--- src/rtl/z_core_pkg.sv ---
// Shared Z-Core encodings: opcodes, ALU op codes (common with z_core_alu) and
// the execute-sequencer state encoding.
package z_core_pkg;

  localparam logic [6:0] OPC_OP     = 7'b0110011;
  localparam logic [6:0] OPC_OP_IMM = 7'b0010011;
  localparam logic [6:0] OPC_LUI    = 7'b0110111;
  localparam logic [6:0] OPC_AUIPC  = 7'b0010111;
  localparam logic [6:0] OPC_BRANCH = 7'b1100011;
  localparam logic [6:0] OPC_JAL    = 7'b1101111;
  localparam logic [6:0] OPC_JALR   = 7'b1100111;

  localparam logic [3:0] ALU_ADD  = 4'd0;
  localparam logic [3:0] ALU_SUB  = 4'd1;
  localparam logic [3:0] ALU_SLL  = 4'd2;
  localparam logic [3:0] ALU_SLT  = 4'd3;
  localparam logic [3:0] ALU_SLTU = 4'd4;
  localparam logic [3:0] ALU_XOR  = 4'd5;
  localparam logic [3:0] ALU_SRL  = 4'd6;
  localparam logic [3:0] ALU_SRA  = 4'd7;
  localparam logic [3:0] ALU_OR   = 4'd8;
  localparam logic [3:0] ALU_AND  = 4'd9;
  localparam logic [3:0] ALU_BEQ  = 4'd10;
  localparam logic [3:0] ALU_BNE  = 4'd11;
  localparam logic [3:0] ALU_BLT  = 4'd12;
  localparam logic [3:0] ALU_BGE  = 4'd13;
  localparam logic [3:0] ALU_BLTU = 4'd14;
  localparam logic [3:0] ALU_BGEU = 4'd15;

  typedef enum logic [1:0] {
    S_IDLE = 2'd0,
    S_READ = 2'd1,
    S_EXEC = 2'd2,
    S_WB   = 2'd3
  } exec_state_t;

  // alt selects SUB for funct3 000 and SRA for funct3 101
  function automatic logic [3:0] alu_op_from_f3(input logic [2:0] f3, input logic alt);
    case (f3)
      3'b000:  return alt ? ALU_SUB : ALU_ADD;
      3'b001:  return ALU_SLL;
      3'b010:  return ALU_SLT;
      3'b011:  return ALU_SLTU;
      3'b100:  return ALU_XOR;
      3'b101:  return alt ? ALU_SRA : ALU_SRL;
      3'b110:  return ALU_OR;
      default: return ALU_AND;
    endcase
  endfunction

endpackage

--- src/rtl/z_core_imm_gen.sv ---
// Sign-extended RV32I immediates; the opcode field is not needed here.
module z_core_imm_gen
  import z_core_pkg::*;
(
  input  logic [31:7] instr,
  output logic [31:0] imm_i,
  output logic [31:0] imm_u,
  output logic [31:0] imm_b,
  output logic [31:0] imm_j
);

  assign imm_i = {{20{instr[31]}}, instr[31:20]};
  assign imm_u = {instr[31:12], 12'b0};
  assign imm_b = {{19{instr[31]}}, instr[31], instr[7], instr[30:25], instr[11:8], 1'b0};
  assign imm_j = {{11{instr[31]}}, instr[31], instr[19:12], instr[20], instr[30:21], 1'b0};

endmodule

--- src/rtl/z_core_exec_ctrl.sv ---
// Multi-cycle RV32I execute sequencer: decode, register read, ALU, write-back.
// state | meaning
// IDLE  | instr_ready high, waiting for fetch handshake
// READ  | rs addresses driven, operands/op latched into ALU registers
// EXEC  | ALU inputs stable, result and branch flag captured
// WB    | rd_we / pc_valid / illegal_instr pulse
module z_core_exec_ctrl
  import z_core_pkg::*;
#(
  parameter logic [31:0] RESET_PC = 32'h0000_0000
) (
  input  logic        clk,
  input  logic        rstn,
  input  logic        instr_valid,
  input  logic [31:0] instr,
  input  logic [31:0] instr_pc,
  output logic        instr_ready,
  output logic [4:0]  rs1_addr,
  output logic [4:0]  rs2_addr,
  input  logic [31:0] rs1_data,
  input  logic [31:0] rs2_data,
  output logic [31:0] alu_in1,
  output logic [31:0] alu_in2,
  output logic [3:0]  alu_inst_type,
  input  logic [31:0] alu_out,
  input  logic        alu_branch,
  output logic        rd_we,
  output logic [4:0]  rd_addr,
  output logic [31:0] rd_data,
  output logic        pc_valid,
  output logic [31:0] pc_next,
  output logic        illegal_instr
);

  exec_state_t state, state_nxt;
  logic [31:0] instr_q, pc_q;
  logic [31:0] imm_i, imm_u, imm_b, imm_j;
  logic [6:0]  opcode, f7;
  logic [2:0]  f3;
  logic [4:0]  rd;
  logic        dec_illegal, dec_wr, is_jal, is_jalr, is_branch;
  logic [3:0]  dec_op;
  logic [31:0] op_a, op_b, pc4, tgt_sum, target;
  logic        accept;

  assign opcode = instr_q[6:0];
  assign rd     = instr_q[11:7];
  assign f3     = instr_q[14:12];
  assign f7     = instr_q[31:25];
  assign accept = (state == S_IDLE) && instr_valid && instr_ready;

  z_core_imm_gen u_imm_gen (
    .instr (instr_q[31:7]),
    .imm_i (imm_i),
    .imm_u (imm_u),
    .imm_b (imm_b),
    .imm_j (imm_j)
  );

  always_comb begin
    dec_illegal = 1'b1;
    dec_wr      = 1'b0;
    is_jal      = 1'b0;
    is_jalr     = 1'b0;
    is_branch   = 1'b0;
    dec_op      = ALU_ADD;
    op_a        = 32'd0;
    op_b        = 32'd0;
    case (opcode)
      OPC_OP: begin
        op_a        = rs1_data;
        op_b        = rs2_data;
        dec_op      = alu_op_from_f3(f3, f7[5]);
        dec_wr      = 1'b1;
        dec_illegal = !((f7 == 7'b0000000) ||
                        ((f7 == 7'b0100000) && ((f3 == 3'b000) || (f3 == 3'b101))));
      end
      OPC_OP_IMM: begin
        op_a        = rs1_data;
        op_b        = ((f3 == 3'b001) || (f3 == 3'b101)) ? {27'd0, imm_i[4:0]} : imm_i;
        dec_op      = alu_op_from_f3(f3, (f3 == 3'b101) && f7[5]);
        dec_wr      = 1'b1;
        dec_illegal = ((f3 == 3'b001) && (f7 != 7'b0000000)) ||
                      ((f3 == 3'b101) && (f7 != 7'b0000000) && (f7 != 7'b0100000));
      end
      OPC_LUI: begin
        op_b        = imm_u;
        dec_wr      = 1'b1;
        dec_illegal = 1'b0;
      end
      OPC_AUIPC: begin
        op_a        = pc_q;
        op_b        = imm_u;
        dec_wr      = 1'b1;
        dec_illegal = 1'b0;
      end
      OPC_JALR: begin
        op_a        = rs1_data;
        op_b        = imm_i;
        dec_wr      = 1'b1;
        is_jalr     = 1'b1;
        dec_illegal = 1'b0;
      end
      OPC_JAL: begin
        dec_wr      = 1'b1;
        is_jal      = 1'b1;
        dec_illegal = 1'b0;
      end
      OPC_BRANCH: begin
        op_a        = rs1_data;
        op_b        = rs2_data;
        is_branch   = 1'b1;
        dec_illegal = 1'b0;
        case (f3)
          3'b000:  dec_op = ALU_BEQ;
          3'b001:  dec_op = ALU_BNE;
          3'b100:  dec_op = ALU_BLT;
          3'b101:  dec_op = ALU_BGE;
          3'b110:  dec_op = ALU_BLTU;
          3'b111:  dec_op = ALU_BGEU;
          default: dec_illegal = 1'b1;  // funct3 010/011 have no compare op
        endcase
      end
      default: ;
    endcase
  end

  // One shared adder serves both JAL and taken-branch targets.
  assign pc4     = pc_q + 32'd4;
  assign tgt_sum = pc_q + (is_jal ? imm_j : imm_b);

  always_comb begin
    target = pc4;
    if (dec_illegal)                  target = pc4;
    else if (is_jal)                  target = tgt_sum;
    else if (is_jalr)                 target = {alu_out[31:1], 1'b0};
    else if (is_branch && alu_branch) target = tgt_sum;
  end

  always_ff @(posedge clk or negedge rstn) begin
    if (!rstn) state <= S_IDLE;
    else       state <= state_nxt;
  end

  always_comb begin
    state_nxt = state;
    case (state)
      S_IDLE: if (accept) state_nxt = S_READ;
      S_READ: state_nxt = S_EXEC;
      S_EXEC: state_nxt = S_WB;
      S_WB:   state_nxt = S_IDLE;
      default: state_nxt = S_IDLE;
    endcase
  end

  always_ff @(posedge clk or negedge rstn) begin
    if (!rstn) begin
      instr_ready   <= 1'b0;
      instr_q       <= 32'd0;
      pc_q          <= 32'd0;
      rs1_addr      <= 5'd0;
      rs2_addr      <= 5'd0;
      alu_in1       <= 32'd0;
      alu_in2       <= 32'd0;
      alu_inst_type <= 4'd0;
      rd_we         <= 1'b0;
      rd_addr       <= 5'd0;
      rd_data       <= 32'd0;
      pc_valid      <= 1'b0;
      pc_next       <= RESET_PC;
      illegal_instr <= 1'b0;
    end else begin
      instr_ready   <= (state_nxt == S_IDLE);
      rd_we         <= 1'b0;
      pc_valid      <= 1'b0;
      illegal_instr <= 1'b0;
      if (accept) begin
        instr_q  <= instr;
        pc_q     <= instr_pc;
        rs1_addr <= instr[19:15];
        rs2_addr <= instr[24:20];
      end
      if ((state == S_READ) && !dec_illegal && !is_jal) begin
        alu_in1       <= op_a;
        alu_in2       <= op_b;
        alu_inst_type <= dec_op;
      end
      if (state == S_EXEC) begin
        rd_we         <= dec_wr && !dec_illegal && (rd != 5'd0);
        rd_addr       <= rd;
        rd_data       <= (is_jal || is_jalr) ? pc4 : alu_out;
        pc_valid      <= 1'b1;
        pc_next       <= target;
        illegal_instr <= dec_illegal;
      end
    end
  end

endmodule
--- config.mk ---
export PLATFORM = sky130hd
export DESIGN_NAME = z_core_exec_ctrl
export DESIGN_NICKNAME = d
export VERILOG_FILES = /design/src/rtl/z_core_pkg.sv /design/src/rtl/z_core_imm_gen.sv /design/src/rtl/z_core_exec_ctrl.sv
export SDC_FILE = /design/constraint.sdc
export NUM_CORES = 1
export LEC_CHECK = 0
export CAP_MARGIN = 5
export CORE_MARGIN = 8
export CORE_UTILIZATION = 23
export CTS_BUF_LIST = sky130_fd_sc_hd__clkbuf_16
export DETAILED_ROUTE_END_ITERATION = 7
export PLACE_DENSITY = 0.48
export SLEW_MARGIN = 0
export SYNTH_ARGS = -nofsm -noshare
export SYNTH_HDL_FRONTEND = slang
export SYNTH_SLANG_ARGS = --single-unit
--- constraint.sdc ---
create_clock -name clk -period 9.6 [get_ports clk]
set_clock_uncertainty 0.15 [all_clocks]
set_input_delay 1.92 -clock clk [delete_from_list [all_inputs] [get_ports clk]]
set_output_delay 1.92 -clock clk [all_outputs]
set_load 0.05 [all_outputs]
==> impl_metrics.env, run 1 <==
export IMPL_status="complete, no violations"
export IMPL_drt_iter0_markers=597
export IMPL_cts_resized=0
export IMPL_final_cell_mix="clkdlybuf4s50_1 (313), dfrtp_1 (207), nand2_1 (154)"
export IMPL_grt_pass1_wl_mm=69.2
export IMPL_viasPerCell=4.68
export IMPL_slowest_delay_ns=0.79
export IMPL_gp_routability_congestion=0.846
export IMPL_dp_hpwl_mm=35.4
export IMPL_synth_seq_area_share_pct=45.2
export IMPL_clk_insertion_delay_late_ns=0.58
export IMPL_postCtsSetupBuffers=0
export IMPL_worst_pin_slew_ns=1.14
export IMPL_vias=10000
export IMPL_slew_violations=0
export IMPL_synth_edf_count=0
export IMPL_antenna_left=0
export IMPL_setup_violations=0
export IMPL_yosysTopAreaCellShare_pct=45.2
export IMPL_h_tree_depth=1
export IMPL_finalSetupTns_ns=0
export IMPL_cp_buffers_inverters=0
export IMPL_synth_top_area_cell="dfrtp_1"
export IMPL_nFillCells=5258
export IMPL_path_cells="and4b_4 -> nand2_4 -> nor2_1 -> nand2_1 -> mux2_2 -> ha_1 -> fa_1 -> a21o_1 -> a221o_1 -> o21ai_2 -> o211ai_1 -> nand2_2 -> o21ai_1 -> a221oi_1 -> mux2i_1 -> a211oi_1"
export IMPL_grt_max_degree=87
export IMPL_cts_tree="done"
export IMPL_power_density_nw_per_um2=408
export IMPL_crit_type="flop to flop"
export IMPL_peakVddDrop_uv=178
export IMPL_fmax_mhz=182
export IMPL_dr_pass1_iters=4
export IMPL_r2r_cells=16
export IMPL_final_period_utilization_pct=57.2
export IMPL_maxCapViolations=0
export IMPL_synthArstFlopShare_pct=100
export IMPL_die_h_um=239
export IMPL_cpLargestDelayFamily="simple AND/OR/NAND/NOR gates"
export IMPL_fin_area_um2=16100
export IMPL_grt_pass1_vias=10300
export IMPL_ys_warn_count=0
export IMPL_layout_min_cycle_time_ns=5.49
export IMPL_synth_distinct_cells=69
export IMPL_synth_flop_cell="dfrtp_1"
export IMPL_area_growth_pct=40.4
export IMPL_ctsHoldBuffers=0
export IMPL_p_total_mw=6.57
export IMPL_layout_commonest_cell="clkdlybuf4s50_1"
export IMPL_clkSinkCount=207
export IMPL_fp_row_count=82
export IMPL_cp_end_kind="flop"
export IMPL_rsz0062_at_grt="no"
export IMPL_die_x_um=239
export IMPL_leakage_nw=6.53
export IMPL_synth_nets=1379
export IMPL_cp_num_cells=16
export IMPL_overflow=0
export IMPL_fin_nets=1652
export IMPL_gr_usage_all_layers_pct=15.9
export IMPL_root_buffer="clkbuf_16"
export IMPL_crit_path_start_kind="flop"
export IMPL_crit_required_ns=9.91
export IMPL_maxSlewHeadroom_pct=24.3
export IMPL_route_detailed_wl_per_inst_um=22.1
export IMPL_core_area_um2=49700
export IMPL_io_pins=315
export IMPL_hold_path_class="flop to flop"
export IMPL_wirelength_mm=47.2
export IMPL_syn_cell_area_um2=11500
export IMPL_syn_inst=1172
export IMPL_clockBufferDepth=3
export IMPL_cp_arrival_ns=5.80
export IMPL_placed_cell_area_um2=15200
export IMPL_io_buffers=314
export IMPL_drive_gt1_share_pct=12.5
export IMPL_yosys_top_cells_area="dfrtp_1 (45%), mux2_2 (9.9%), nand2_1 (5.0%)"
export IMPL_drc=0
export IMPL_slowest_stage="nor2_1"
export IMPL_hold_depth=2
export IMPL_cts_made_buffers=27
export IMPL_initial_core_util_pct=23.1
export IMPL_ys_seq_elements=207
export IMPL_crit_fanout=13
export IMPL_postSynthAreaPerCell_um2=9.79
export IMPL_die_area_um2=57300
export IMPL_antenna_found_initial=3
export IMPL_clkTransAtPathRegs_ns=0.06
export IMPL_hold_viol_final=0
## flip-flops by register name (all words and copies together) (netlist names)
register       count
alu_in1           32
alu_in2           32
alu_inst_type      4
illegal_instr      1
instr_q           24
instr_ready        1
pc_next           32
pc_q              32
pc_valid           1
rd_addr            5
rd_data           32
rd_we              1
rs1_addr           4
rs2_addr           4
state              2
## kinds of logic after synthesis
logic type	synth area share, %
muxes	10.2
AOI/OAI and AO/OA	19.3
DFF	45.2
buffers and inverters	3.67
adders and majority gates	4.76
xor gates and xnor gates	4.05
and+or+nand+nor	12.9
## per-stage QoR
stage | setup slack [ns] | hold WS (ns) | std cells | utilization [%]
2_1_floorplan | 5.56 | 0.345 | 1172 | -
3_3_place_gp | 4.24 | 0.313 | 2088 | 30.7
3_5_place_dp | 4.10 | 0.321 | 2088 | 30.7
4_1_cts | 4.06 | 0.335 | 2136 | 32.4
5_1_grt | 3.79 | 0.346 | 2136 | 32.4
6_report | 4.11 | 0.327 | 2137 | 32.4
## final timing paths
check / startpoint / to / slack, ns
min in group asynchronous: rstn / rd_data[27] / 1.20
worst max-delay path: instr_q[5] / pc_next[31] / 4.11
worst min-delay path: alu_in1[24] / alu_in1[24] / 0.33
max in group asynchronous: rstn / alu_in2[2] / 6.65
worst min register to register: alu_in1[24] / alu_in1[24] / 0.33
worst max register to register: instr_q[5] / pc_next[31] / 4.11
## final cells by class
| type | instances | area [µm²] | share of cell area [%] |
|---|---|---|---|
| inverter | 14 | 52.6 | 0.326 |
| clock inverter | 21 | 190 | 1.18 |
| sequential | 207 | 5180 | 32.2 |
| multi-input combinational | 870 | 5930 | 36.8 |
| tap | 672 | 841 | 5.22 |
| timing repair buffer | 325 | 3230 | 20.1 |
| clock buffer | 27 | 676 | 4.20 |
| antenna | 1 | 2.50 | 0.0155 |
## worst min-delay path, cell delays in order (launching register included)
cell     delay [ns]
dfrtp_1        0.34
nand2_1        0.05
o21ai_0        0.06
## power breakdown
group / switching [mW] / internal (mW) / total, mW / leakage (nW)
clock: 0.422 / 0.591 / 1.01 / 0.426
combinational: 2.31 / 1.40 / 3.71 / 3.74
sequential: 0.555 / 1.29 / 1.85 / 2.36
## Yosys cell counts, types with 3 or more instances
cell type  number
nand2b_1        3
nor4_1          5
o22ai_1         5
mux2_2        101
ha_1           42
nor2_1         95
a211oi_1        4
o21bai_1        5
dfrtp_1       207
a221oi_1       36
xor2_1         22
nor3_1          9
xnor2_1        31
buf_4          10
nor2b_1         5
a22oi_1        48
o211ai_1       14
inv_1          14
nand3_1        21
o21ai_2         3
a31o_2          7
and3_1         10
a31oi_1        13
nand4_1        10
a21o_1         15
clkbuf_1       58
nand2_1       154
buf_2           9
o21ai_1         4
o21ai_0       111
mux2i_1         3
a21oi_1        54
## layer usage
metal	share of wire [%]	up-vias	global-route usage, %
met2	51	266	28.2
met5	0	-	0
met4	2.4	0	3.94
li1	-	4802	-
met3	6.2	64	4.12
met1	41	4872	19.1
No activity file was read; power rests on OpenSTA's default activity.
==> run 2: changes to the inputs <==
Clock period 9.6 ns to 5.7 ns, I/O delays scaled along.
==> impl_metrics.env, run 2 (same netlist as run 1, synthesis figures left out) <==
export IMPL_crit_type="flop to flop"
export IMPL_h_tree_depth=1
export IMPL_hold_viol_final=0
export IMPL_antenna_left=0
export IMPL_maxSlewHeadroom_pct=20.8
export IMPL_wirelength_mm=47.1
export IMPL_crit_required_ns=6.00
export IMPL_fmax_mhz=208
export IMPL_ctsHoldBuffers=0
export IMPL_fin_nets=1656
export IMPL_final_cell_mix="clkdlybuf4s50_1 (313), dfrtp_1 (207), nand2_1 (154)"
export IMPL_worst_pin_slew_ns=1.19
export IMPL_register_area_um2=5180
export IMPL_die_h_um=239
export IMPL_peakVddDrop_uv=295
export IMPL_fin_area_um2=16100
export IMPL_grt_pass1_wl_mm=69.9
export IMPL_crit_fanout=13
export IMPL_antenna_found_initial=3
export IMPL_stdcell_count=2144
export IMPL_cts_tree="done"
export IMPL_p_int_mw=5.46
export IMPL_place_inst=2093
export IMPL_rsz0062_at_grt="no"
export IMPL_clkSinkCount=207
export IMPL_pwr_share_comb_pct=57.5
export IMPL_final_period_utilization_pct=84.3
export IMPL_die_x_um=239
export IMPL_clkPwrFrac_pct=14.5
export IMPL_clkTransAtPathRegs_ns=0.06
export IMPL_clk_insertion_delay_late_ns=0.56
export IMPL_power_switching_mw=5.50
export IMPL_dr_pass1_iters=5
export IMPL_cts_resized=0
export IMPL_drc=0
export IMPL_slowest_stage="dfrtp_1"
export IMPL_maxCapViolations=0
export IMPL_placed_cell_area_um2=15300
export IMPL_layout_commonest_cell="clkdlybuf4s50_1"
export IMPL_fp_row_count=82
export IMPL_io_buffers=314
export IMPL_cp_end_kind="flop"
export IMPL_initial_core_util_pct=23.1
export IMPL_vias=10100
export IMPL_grt_max_degree=79
export IMPL_hold_path_class="flop to flop"
export IMPL_leakage_nw=6.55
export IMPL_gp_routability_congestion=0.857
export IMPL_grt_pass1_vias=10600
export IMPL_viasPerCell=4.70
export IMPL_swShare_pct=50.2
export IMPL_multi_input_area_um2=5930
export IMPL_drt_iter0_markers=494
export IMPL_overflow=0
export IMPL_core_area_um2=49700
export IMPL_dpl_worst_slack_ns=0.891
export IMPL_root_buffer="clkbuf_16"
export IMPL_nFillCells=5203
export IMPL_slew_violations=0
export IMPL_postCtsSetupBuffers=0
export IMPL_dp_hpwl_mm=35.7
export IMPL_crit_path_start_kind="flop"
export IMPL_area_growth_pct=40.4
export IMPL_setup_violations=0
export IMPL_clockBufferDepth=3
export IMPL_gr_usage_all_layers_pct=16.0
export IMPL_cp_arrival_ns=5.10
export IMPL_p_total_mw=11.0
export IMPL_status="complete, no violations"
export IMPL_drive_gt1_share_pct=12.6
export IMPL_p_seq_share_pct=28.1
export IMPL_layout_min_cycle_time_ns=4.81
export IMPL_route_detailed_wl_per_inst_um=22.0
export IMPL_setup_slack_ns=0.894
export IMPL_slowest_delay_ns=0.48
export IMPL_die_area_um2=57300
export IMPL_power_density_nw_per_um2=681
export IMPL_path_cells="and4b_4 -> nand2_4 -> nor2_1 -> buf_4 -> nand2_1 -> mux2_2 -> ha_1 -> fa_1 -> a21o_1 -> a221o_1 -> o21ai_2 -> o211ai_1 -> nand2_2 -> o21ai_1 -> a221oi_1 -> mux2i_1 -> a211oi_1"
export IMPL_finalSetupTns_ns=0
export IMPL_cts_made_buffers=26
export IMPL_io_pins=315
## run 2: routing by layer
metal	part of all wire (%)	GRT usage, %	vias up
met2	52	28.7	287
met5	0	0	-
li1	-	-	4816
met1	40	19.1	4922
met4	1.9	3.99	0
met3	6.3	3.73	57
## run 2: stage by stage
step	hold slack, ns	util, %
finish	0.326	32.4
global placement	0.313	30.8
CTS	0.329	32.4
global route	0.344	32.4
detailed placement	0.315	30.8
floorplan	0.345	-
## run 2: worst paths after layout
path                             startpoint           to  slack [ns]  cells after the start
worst min register to register  alu_in2[31]  alu_in2[31]        0.33                      1
min in group asynchronous              rstn  rd_data[25]        0.43                      1
worst max-delay path             instr_q[5]  pc_next[31]        0.89                     17
worst min-delay path            alu_in2[31]  alu_in2[31]        0.33                      1
worst max register to register   instr_q[5]  pc_next[31]        0.89                     17
max in group asynchronous              rstn  alu_in2[26]        3.73                      2
## run 2: power by group through the flow
stage | logic [mW] | clock network (mW) | registers [mW]
2_1_floorplan | 2.79 | 0 | 4.32
3_3_place_gp | 6.29 | 0 | 3.14
3_5_place_dp | 6.35 | 0 | 3.14
4_1_cts | 6.37 | 1.65 | 3.13
5_1_grt | 6.77 | 1.72 | 3.20
6_report | 6.30 | 1.59 | 3.08
## run 2: area by class of cell
| type | instances | share of cell area [%] |
|---|---|---|
| Antenna cell | 3 | 0.0466 |
| Clock buffer | 26 | 4.04 |
| Clock inverter | 22 | 0.972 |
| Inverter | 14 | 0.326 |
| Multi-Input combinational cell | 870 | 36.8 |
| Sequential cell | 207 | 32.2 |
| Tap cell | 672 | 5.22 |
| Timing Repair Buffer | 330 | 20.4 |
## run 2: worst max-delay path, delay by kind of cell, from the launching register on
family	cells	cell delay (ns)
flops	1	0.48
simple gates	5	0.99
fa+ha+maj	2	0.61
compound gates	7	1.72
mux	2	0.53
buf+inv	1	0.22
